File: config.mk
export PLATFORM = sky130hd
export DESIGN_NAME = react_test_ctrl
export DESIGN_NICKNAME = d
export VERILOG_FILES = /design/src/rtl/react_test_ctrl_pkg.sv /design/src/rtl/react_test_ctrl_seq_div.sv /design/src/rtl/react_test_ctrl.sv
export SDC_FILE = /design/constraint.sdc
export NUM_CORES = 1
export LEC_CHECK = 0
export CAP_MARGIN = 15
export CORE_ASPECT_RATIO = 0.75
export CORE_MARGIN = 10
export CORE_UTILIZATION = 35
export DETAILED_ROUTE_END_ITERATION = 8
export PLACE_DENSITY_LB_ADDON = 0.08
export SLEW_MARGIN = 20
export SYNTH_ARGS = -nofsm -noshare
export SYNTH_HDL_FRONTEND = slang
export SYNTH_SLANG_ARGS = --single-unit
File: constraint.sdc
create_clock -name clk -period 3.7 [get_ports clk]
set_input_delay 1.11 -clock clk [delete_from_list [all_inputs] [get_ports clk]]
set_output_delay 1.11 -clock clk [all_outputs]
set_load 0.02 [all_outputs]
File: src/rtl/react_test_ctrl_pkg.sv
// Shared phase/mode codes and helpers for the reaction-time benchmark.
// Imported by react_test_ctrl and its sub-modules.
package react_test_ctrl_pkg;

  typedef enum logic [2:0] {
    PH_IDLE   = 3'd0,
    PH_WAIT   = 3'd1,
    PH_GO     = 3'd2,
    PH_RESULT = 3'd3,
    PH_EARLY  = 3'd4,
    PH_AVG    = 3'd5,
    PH_DONE   = 3'd6
  } phase_e;

  localparam logic [1:0] MODE_MENU  = 2'd0;
  localparam logic [1:0] MODE_REACT = 2'd1;
  localparam logic [1:0] MODE_CHIMP = 2'd2;

  localparam logic [15:0] LFSR_SEED = 16'hACE1;

  function automatic logic [13:0] sat14(input logic [16:0] x);
    return (x > 17'd16383) ? 14'h3FFF : x[13:0];
  endfunction

endpackage

File: src/rtl/react_test_ctrl_seq_div.sv
// seq_div: 17-bit restoring divider by a 3-bit divisor, one quotient bit/cycle.
// Ports: clk, iResetn (sync, low), iStart, iDividend, iDivisor, oQuot, oDone pulse.
module seq_div (
  input  logic        clk,
  input  logic        iResetn,
  input  logic        iStart,
  input  logic [16:0] iDividend,
  input  logic [2:0]  iDivisor,
  output logic [16:0] oQuot,
  output logic        oDone
);

  logic [16:0] quot_q;
  logic [2:0]  rem_q;
  logic [2:0]  div_q;
  logic [4:0]  cnt_q;
  logic        busy_q;
  logic        done_q;

  logic [3:0]  rsh;
  logic        ge;
  logic [2:0]  rsub;

  assign rsh  = {rem_q, quot_q[16]};
  assign ge   = rsh >= {1'b0, div_q};
  // When ge holds the difference is below the divisor, so 3 bits suffice.
  assign rsub = rsh[2:0] - div_q;

  always_ff @(posedge clk) begin
    if (!iResetn) begin
      quot_q <= '0;
      rem_q  <= '0;
      div_q  <= '0;
      cnt_q  <= '0;
      busy_q <= 1'b0;
      done_q <= 1'b0;
    end else begin
      done_q <= 1'b0;
      if (iStart) begin
        quot_q <= iDividend;
        rem_q  <= '0;
        div_q  <= iDivisor;
        cnt_q  <= 5'd17;
        busy_q <= 1'b1;
      end else if (busy_q) begin
        quot_q <= {quot_q[15:0], ge};
        rem_q  <= ge ? rsub : rsh[2:0];
        cnt_q  <= cnt_q - 5'd1;
        if (cnt_q == 5'd1) begin
          busy_q <= 1'b0;
          done_q <= 1'b1;
        end
      end
    end
  end

  assign oQuot = quot_q;
  assign oDone = done_q;

endmodule

File: src/rtl/react_test_ctrl.sv
// Reaction-time benchmark sequencer: random WAIT, GO timing, false starts,
// timeouts and a floor average over NUM_TRIALS valid trials.
// Ports: clk, iResetn (sync, low), iEnable, iStart, iPress in;
//   oPhase, oTrial, oTimeMs, oAvgMs, oResultValid, oDone out.
module react_test_ctrl #(
  parameter int CLK_HZ       = 50_000_000,
  parameter int MIN_DELAY_MS = 1000,
  parameter int NUM_TRIALS   = 5,
  parameter int TIMEOUT_MS   = 9999
) (
  input  logic        clk,
  input  logic        iResetn,
  input  logic        iEnable,
  input  logic        iStart,
  input  logic        iPress,
  output logic [2:0]  oPhase,
  output logic [2:0]  oTrial,
  output logic [13:0] oTimeMs,
  output logic [13:0] oAvgMs,
  output logic        oResultValid,
  output logic        oDone
);

  import react_test_ctrl_pkg::*;

  localparam int DIV = CLK_HZ / 1000;
  localparam int PW  = (DIV > 1) ? $clog2(DIV) : 1;
  localparam logic [13:0] TMO  = 14'(TIMEOUT_MS);
  localparam logic [2:0]  NTR  = 3'(NUM_TRIALS);

  phase_e      state_q, state_d;
  logic [2:0]  trial_q, trial_d;
  logic [16:0] sum_q, sum_d;
  logic [13:0] time_q, time_d;
  logic [13:0] avg_q, avg_d;
  logic [13:0] delay_q, delay_d;
  logic        rv_q, rv_d;
  logic [15:0] lfsr_q;
  logic        start_q, press_q;
  logic [PW-1:0] pre_q;
  logic [13:0] ms_q;

  logic        start_e, press_e;
  logic        tick, wait_exp, go_tout;
  logic        lfsr_fb;
  logic        div_start, div_done;
  logic        div_rstn;
  logic [16:0] div_quot;

  assign start_e  = iStart & ~start_q;
  assign press_e  = iPress & ~press_q;
  assign tick     = (pre_q == PW'(DIV - 1));
  // Expire on the tick that brings the count to the delay: GO lands D ms in.
  assign wait_exp = tick && ((ms_q + 14'd1) >= delay_q);
  assign go_tout  = (ms_q >= TMO);
  assign lfsr_fb  = lfsr_q[15] ^ lfsr_q[13] ^ lfsr_q[12] ^ lfsr_q[10];

  always_comb begin
    state_d = state_q;
    trial_d = trial_q;
    sum_d   = sum_q;
    time_d  = time_q;
    avg_d   = avg_q;
    delay_d = delay_q;
    rv_d    = 1'b0;
    unique case (state_q)
      PH_IDLE: begin
        if (start_e) state_d = PH_WAIT;
      end
      PH_WAIT: begin
        if (press_e)       state_d = PH_EARLY;
        else if (wait_exp) state_d = PH_GO;
      end
      PH_GO: begin
        // ms_q saturates at TMO, so a timeout records exactly TMO.
        if (press_e || go_tout) begin
          state_d = PH_RESULT;
          time_d  = ms_q;
          sum_d   = sum_q + 17'(ms_q);
          trial_d = trial_q + 3'd1;
          rv_d    = 1'b1;
        end
      end
      PH_RESULT: begin
        if (start_e) state_d = (trial_q == NTR) ? PH_AVG : PH_WAIT;
      end
      PH_EARLY: begin
        if (start_e) state_d = PH_WAIT;
      end
      PH_AVG: begin
        if (div_done) begin
          avg_d   = sat14(div_quot);
          state_d = PH_DONE;
        end
      end
      PH_DONE: begin
        if (start_e) begin
          state_d = PH_IDLE;
          trial_d = '0;
          sum_d   = '0;
          time_d  = '0;
          avg_d   = '0;
        end
      end
      default: state_d = PH_IDLE;
    endcase
    if (state_d == PH_WAIT && state_q != PH_WAIT) begin
      delay_d = 14'(MIN_DELAY_MS) + {3'b000, lfsr_q[10:0]};
    end
    if (!iEnable) begin
      state_d = PH_IDLE;
      trial_d = '0;
      sum_d   = '0;
      time_d  = '0;
      avg_d   = '0;
      rv_d    = 1'b0;
    end
  end

  assign div_start = (state_d == PH_AVG) && (state_q != PH_AVG);
  // Dropping iEnable flushes any division in flight.
  assign div_rstn  = iResetn & iEnable;

  seq_div u_div (
    .clk       (clk),
    .iResetn   (div_rstn),
    .iStart    (div_start),
    .iDividend (sum_q),
    .iDivisor  (NTR),
    .oQuot     (div_quot),
    .oDone     (div_done)
  );

  always_ff @(posedge clk) begin
    if (!iResetn) begin
      state_q <= PH_IDLE;
      trial_q <= '0;
      sum_q   <= '0;
      time_q  <= '0;
      avg_q   <= '0;
      delay_q <= '0;
      rv_q    <= 1'b0;
      lfsr_q  <= LFSR_SEED;
      start_q <= 1'b1;
      press_q <= 1'b1;
      pre_q   <= '0;
      ms_q    <= '0;
    end else begin
      state_q <= state_d;
      trial_q <= trial_d;
      sum_q   <= sum_d;
      time_q  <= time_d;
      avg_q   <= avg_d;
      delay_q <= delay_d;
      rv_q    <= rv_d;
      lfsr_q  <= {lfsr_q[14:0], lfsr_fb};
      start_q <= iStart;
      press_q <= iPress;
      if (state_d != state_q) begin
        pre_q <= '0;
        ms_q  <= '0;
      end else if (tick) begin
        pre_q <= '0;
        if (ms_q < TMO) ms_q <= ms_q + 14'd1;
      end else begin
        pre_q <= pre_q + PW'(1);
      end
    end
  end

  assign oPhase       = state_q;
  assign oTrial       = trial_q;
  assign oTimeMs      = time_q;
  assign oAvgMs       = avg_q;
  assign oResultValid = rv_q;
  assign oDone        = (state_q == PH_DONE);

endmodule

==> results.sh, run 1 <==
export IMPL_start_util_pct=35.9
export IMPL_p_per_area_nw_per_um2=406
export IMPL_finalMaxSlewViolations=0
export IMPL_nNetsFinal=889
export IMPL_worst_ep_arrival_time_ps=3570
export IMPL_grt_overflow=0
export IMPL_drt_antenna_violating_nets=0
export IMPL_die_h_um=142
export IMPL_layout_commonest_cell="dfxtp_1"
export IMPL_ys_dominant_reg_cell="dfxtp_1"
export IMPL_syn_area_um2=6990
export IMPL_synth_nets=850
export IMPL_wl_met1_um=9600
export IMPL_clockRootBuffer="clkbuf_16"
export IMPL_ys_ff_latch=140
export IMPL_grt_pass1_wl_um=29500
export IMPL_cts_path_max_buffers=2
export IMPL_synthDistinctLibCells=62
export IMPL_place_ws_ps=268
export IMPL_rsz0062_at_grt="false"
export IMPL_synthCells=808
export IMPL_leakagePower_nw=3.16
export IMPL_ff_latch_area_um2=2800
export IMPL_cap_violations=0
export IMPL_hp_start="lfsr_q[14]"
export IMPL_drc=0
export IMPL_wl_per_cell_um=16.2
export IMPL_wl_met3_um=810
export IMPL_cts_tree="done"
export IMPL_grt_total_usage_pct=14.2
export IMPL_slowest_stage="dfxtp_1"
export IMPL_antenna_cells=0
export IMPL_worst_setup_path_end_kind="register"
export IMPL_dr_wl_met2_um=7280
export IMPL_first_global_vias=5471
export IMPL_synth_async_reset_ratio_pct=0
export IMPL_avgViaCountPerCell=5.13
export IMPL_fin_crit_ps=3290
export IMPL_first_iter_violations=365
export IMPL_numPortBuffers=40
export IMPL_critPathMaxStageDelay_ps=610
export IMPL_numCtsBuffers=17
export IMPL_ys_warn_count=0
export IMPL_ir_drop_mv=0.260
export IMPL_critPathRequiredTime_ps=3980
export IMPL_fmax_mhz=304
export IMPL_synth_area_per_cell_um2=8.65
export IMPL_clkTransAtPathRegs_ps=60
export IMPL_multi_input_comb_area_um2=3860
export IMPL_core_um2=19500
export IMPL_drive_gt1_share_pct=8.49
export IMPL_yosysSeqAreaShare_pct=40.1
export IMPL_top_layer="met4"
export IMPL_drt_pass1_iterations=5
export IMPL_antenna_found_initial=0
export IMPL_skew_ps=8.92
export IMPL_ctsHtreeMaxLevel=4
export IMPL_critPathLaunchType="register"
export IMPL_final_cell_mix="dfxtp_1, nor2_1, nand2_1, a21oi_1, o21ai_0"
export IMPL_area_delta_synth_final_pct=18.1
export IMPL_clock_sinks=140
export IMPL_post_cts_buffers=0
export IMPL_worstMarginPinSlew_ps=809
export IMPL_vias=5705
export IMPL_ctsHoldBuffers=0
export IMPL_synth_edf_count=0
export IMPL_dp_hpwl_um=13400
export IMPL_io_pin_count=41
export IMPL_setup_tns_ps=0
export IMPL_final_hold_viol_count=0
export IMPL_rows=44
export IMPL_die_x_um=183
export IMPL_post_route_period_util_pct=89.0
export IMPL_crit_fanout=12
export IMPL_setup_viol=0
export IMPL_routed_wl_um=18000
export IMPL_cts_resized=0
export IMPL_status="completed"
export IMPL_relSlewSlack_pct=46.0
export IMPL_fin_ws_ps=409
export IMPL_path_class="register to register"
export IMPL_hp_class="register to register"
export IMPL_path_cells="nand4_1, nor2_1, and3_1, xor2_1, ha_1, o21ai_0, a21oi_1, nor3_2, a22oi_2, nand2b_2, mux2i_1"
export IMPL_grt_start_max_net_pins=42
export IMPL_fill_cells=1961
export IMPL_routabilityCongestion=0.867
export IMPL_crit_path_start="ms_q[4]"
export IMPL_die_area_um2=26100
export IMPL_clock_latency_ps=420
export IMPL_timing_rr_start="ms_q[4]"
-- worst max-delay path: cells and delay by family, from the launching register on --
| family | cells | cell delay [ps] |
|---|---|---|
| AND/OR/NAND/NOR | 5 | 1500 |
| XOR/XNOR | 1 | 220 |
| flip-flops | 1 | 610 |
| adder cells (fa/ha/maj) | 1 | 280 |
| AO/OA/AOI/OAI | 3 | 350 |
| multiplexers | 1 | 200 |
-- cell type report --
cell class                      instances  area share [%]
Sequential cell                       140            33.9
Tap cell                              253            3.83
Inverter                               36            1.64
Clock inverter                         12            1.33
Timing Repair Buffer                   60            6.82
Clock buffer                           20            5.65
Multi-Input combinational cell        592            46.8
-- flip-flops by register name, summed over array words and instances (netlist names), 3 cells and up --
name	flops
u_div.oQuot	17
u_div.rem_q	3
delay_q	12
oAvgMs	14
lfsr_q	16
oPhase	3
oTimeMs	14
u_div.cnt_q	5
oTrial	3
ms_q	14
pre_q	16
sum_q	17
-- worst paths after layout --
kind | to | slack, ps | depth (start not counted)
max reg2reg | delay_q[11] | 410 | 11
max | delay_q[11] | 410 | 11
min reg2reg | lfsr_q[15] | 420 | 1
min | lfsr_q[15] | 420 | 1
-- kinds of logic after synthesis --
group,share of synthesized area (%)
buf+inv,4.63
compound gates,16.5
simple gates,19.3
xor+xnor,8.14
fa+ha+maj,6.73
flops,40.1
mux,4.58
-- power breakdown --
part | internal (mW) | leakage [nW] | total (mW) | switching (mW)
Combinational | 0.0511 | 1.75 | 0.133 | 0.0823
Clock | 0.982 | 0.276 | 1.67 | 0.685
Sequential | 1.53 | 1.13 | 1.55 | 0.0177
-- synth_stat cells, types with 8 or more instances --
cell type | n | area share, %
clkbuf_1 | 22 | 1.2
xnor2_1 | 28 | 3.5
inv_1 | 34 | 1.8
nor2_1 | 93 | 5.0
ha_1 | 36 | 6.4
o21ai_0 | 43 | 3.1
dfxtp_1 | 140 | 40
a211oi_1 | 24 | 2.6
nor2_2 | 9 | 0.81
nor2b_1 | 8 | 0.72
nand2b_1 | 20 | 1.8
buf_2 | 13 | 0.93
and3_1 | 9 | 0.81
a22o_1 | 14 | 1.8
xor2_1 | 37 | 4.6
nand3_1 | 25 | 1.8
a21oi_1 | 44 | 3.1
nand2_1 | 79 | 4.2
mux2i_1 | 32 | 4.6
-- through the flow --
stage               area, µm²  power [mW]  hold WS (ps)  cells  util, %
floorplan                6990        1.68           386    808        -
global placement         7680        1.71           398   1081     39.4
detailed placement       7680        1.72           402   1081     39.4
CTS                      8260        3.40           429   1113     42.4
global route             8260        3.48           436   1113     42.4
finish                   8260        3.35           421   1113     42.4
-- layer usage --
| layer | vias to the layer above | GRT usage (%) |
|---|---|---|
| li1 | 2890 | - |
| met1 | 2680 | 20.2 |
| met2 | 109 | 19.9 |
| met3 | 26 | 3.78 |
| met4 | 0 | 4.95 |
| met5 | - | 0 |
Power figures use the tool's default switching activity.
==> run 2: changes to the inputs <==
CORE_MARGIN = not set   (was 10)
==> run 2 against run 1 <==
Compared with the run above:
- flip-flop and latch count unchanged
- maximum frequency is 0.59% higher
- worst hold slack improved by 8.1 ps
- first-iteration DRC count down 19%
- worst setup slack better by 19 ps
- register-to-register slack improved by 70 ps
- via count hardly changed
- combinational power barely moved
- global-route usage rose by 3.9 points
- sequential share of layout area rose by 0.10 points
- critical path depth shrank 7
==> results.sh, run 2 (same netlist as run 1, synthesis figures left out) <==
export IMPL_cts_resized=0
export IMPL_die_area_um2=20600
export IMPL_start_util_pct=36.0
export IMPL_nNetsFinal=890
export IMPL_ctsHtreeMaxLevel=4
export IMPL_rsz0062_at_grt="false"
export IMPL_wl_per_cell_um=15.7
export IMPL_clock_latency_ps=420
export IMPL_drc=0
export IMPL_core_um2=19400
export IMPL_layout_commonest_cell="dfxtp_1"
export IMPL_cts_tree="done"
export IMPL_drt_antenna_violating_nets=0
export IMPL_fin_hold_ws_ps=429
export IMPL_worstMarginPinSlew_ps=584
export IMPL_worst_hold_path_endpoint="lfsr_q[15]"
export IMPL_ir_drop_mv=0.264
export IMPL_fin_ws_ps=428
export IMPL_post_cts_buffers=0
export IMPL_r2r_cells=11
export IMPL_crit_fanout=13
export IMPL_numCtsBuffers=17
export IMPL_timing_rr_start="ms_q[4]"
export IMPL_p_per_area_nw_per_um2=396
export IMPL_ctsHoldBuffers=0
export IMPL_clkTransAtPathRegs_ps=60
export IMPL_clock_sinks=140
export IMPL_cap_violations=0
export IMPL_dp_hpwl_um=12900
export IMPL_die_h_um=124
export IMPL_relSlewSlack_pct=61.1
export IMPL_grt_start_max_net_pins=42
export IMPL_worstHoldPathCells=1
export IMPL_first_global_vias=5558
export IMPL_status="completed"
export IMPL_numPortBuffers=40
export IMPL_final_cell_mix="dfxtp_1, nor2_1, nand2_1, a21oi_1, o21ai_0"
export IMPL_first_iter_violations=297
export IMPL_crit_path_start="oPhase[0]"
export IMPL_rows=44
export IMPL_worst_setup_path_end_kind="output pin"
export IMPL_area_delta_synth_final_pct=17.8
export IMPL_io_pin_count=41
export IMPL_top_usage_layer="met1"
export IMPL_antenna_found_initial=0
export IMPL_fin_crit_ps=3270
export IMPL_critPathRequiredTime_ps=2590
export IMPL_antenna_cells=0
export IMPL_final_hold_viol_count=0
export IMPL_reg2reg_to="delay_q[1]"
export IMPL_hp_class="register to register"
export IMPL_fmax_mhz=306
export IMPL_cts_path_max_buffers=2
export IMPL_layoutNonFillerInstCount=1114
export IMPL_r2r_slack_ps=480
export IMPL_leakagePower_nw=3.14
export IMPL_setup_viol=0
export IMPL_gr_usage_met3_pct=4.13
export IMPL_avgViaCountPerCell=5.12
export IMPL_drt_pass1_iterations=4
export IMPL_critPathLaunchType="register"
export IMPL_clockRootBuffer="clkbuf_16"
export IMPL_skew_ps=11.4
export IMPL_die_x_um=165
export IMPL_grt_overflow=0
export IMPL_worst_ep_arrival_time_ps=2160
export IMPL_hp_start="lfsr_q[14]"
export IMPL_drive_gt1_share_pct=8.48
export IMPL_totalPowerFinal_mw=3.26
export IMPL_grt_total_usage_pct=18.1
export IMPL_grt_use_met2_pct=26.0
export IMPL_vias=5704
export IMPL_dp_cells=1082
export IMPL_routabilityCongestion=0.891
export IMPL_setup_tns_ps=0
export IMPL_place_ws_ps=289
export IMPL_finalMaxSlewViolations=0
export IMPL_grt_pass1_wl_um=29100
export IMPL_path_class="register to output pin"
export IMPL_post_route_period_util_pct=88.4
export IMPL_grt_util_met1_pct=26.4
export IMPL_routed_wl_um=17500
[run 2: changes by cell type in the layout (fill, tap and decap cells not counted), sizes merged]
cell / delta
buf: +1
bufinv: -1
clkinvlp: +1
[run 2: worst max-delay path: stages, from the launching register on]
cell and delay [ps]:
dfxtp_1 460, inv_2 180, nand3_1 220, inv_1 250, clkdlybuf4s50_1 640
[run 2: stage by stage]
step           utilization, %  area, µm²
2_1_floorplan               -       6990
3_3_place_gp             39.6       7690
3_5_place_dp             39.6       7690
4_1_cts                  42.4       8230
5_1_grt                  42.4       8230
6_report                 42.4       8230
[run 2: report_power, final]
group / internal (mW) / switching [mW] / leakage [nW]
Sequential: 1.53 / 0.0180 / 1.13
Combinational: 0.0516 / 0.0823 / 1.76
Clock: 0.896 / 0.681 / 0.256
Total: 2.48 / 0.781 / 3.14
[run 2: area by class of cell]
cell class,count,area (µm²)
flip-flops and latches,140,2800
multi-input cells,592,3860
well taps,253,317
inverters,36,135
clock buffers,20,457
clock inverters,12,87.6
repair buffers,61,571
fillers,1948,11200
[run 2: how the worst max path moves through the flow]
stage / end / slack, ps
final: oDone / 430
after CTS: oDone / 380
after detailed placement: u_div.cnt_q[1] / 290
after global placement: pre_q[11] / 310
after global routing: delay_q[1] / 190
after floorplan: ms_q[11] / 890
[run 2: routing by layer]
layer	wire [µm]	vias to the layer above	part of all wire (%)
li1	-	2895	-
met2	7280	84	42
met4	231	0	1.3
met5	0	-	0
met3	570	15	3.3
met1	9410	2710	54
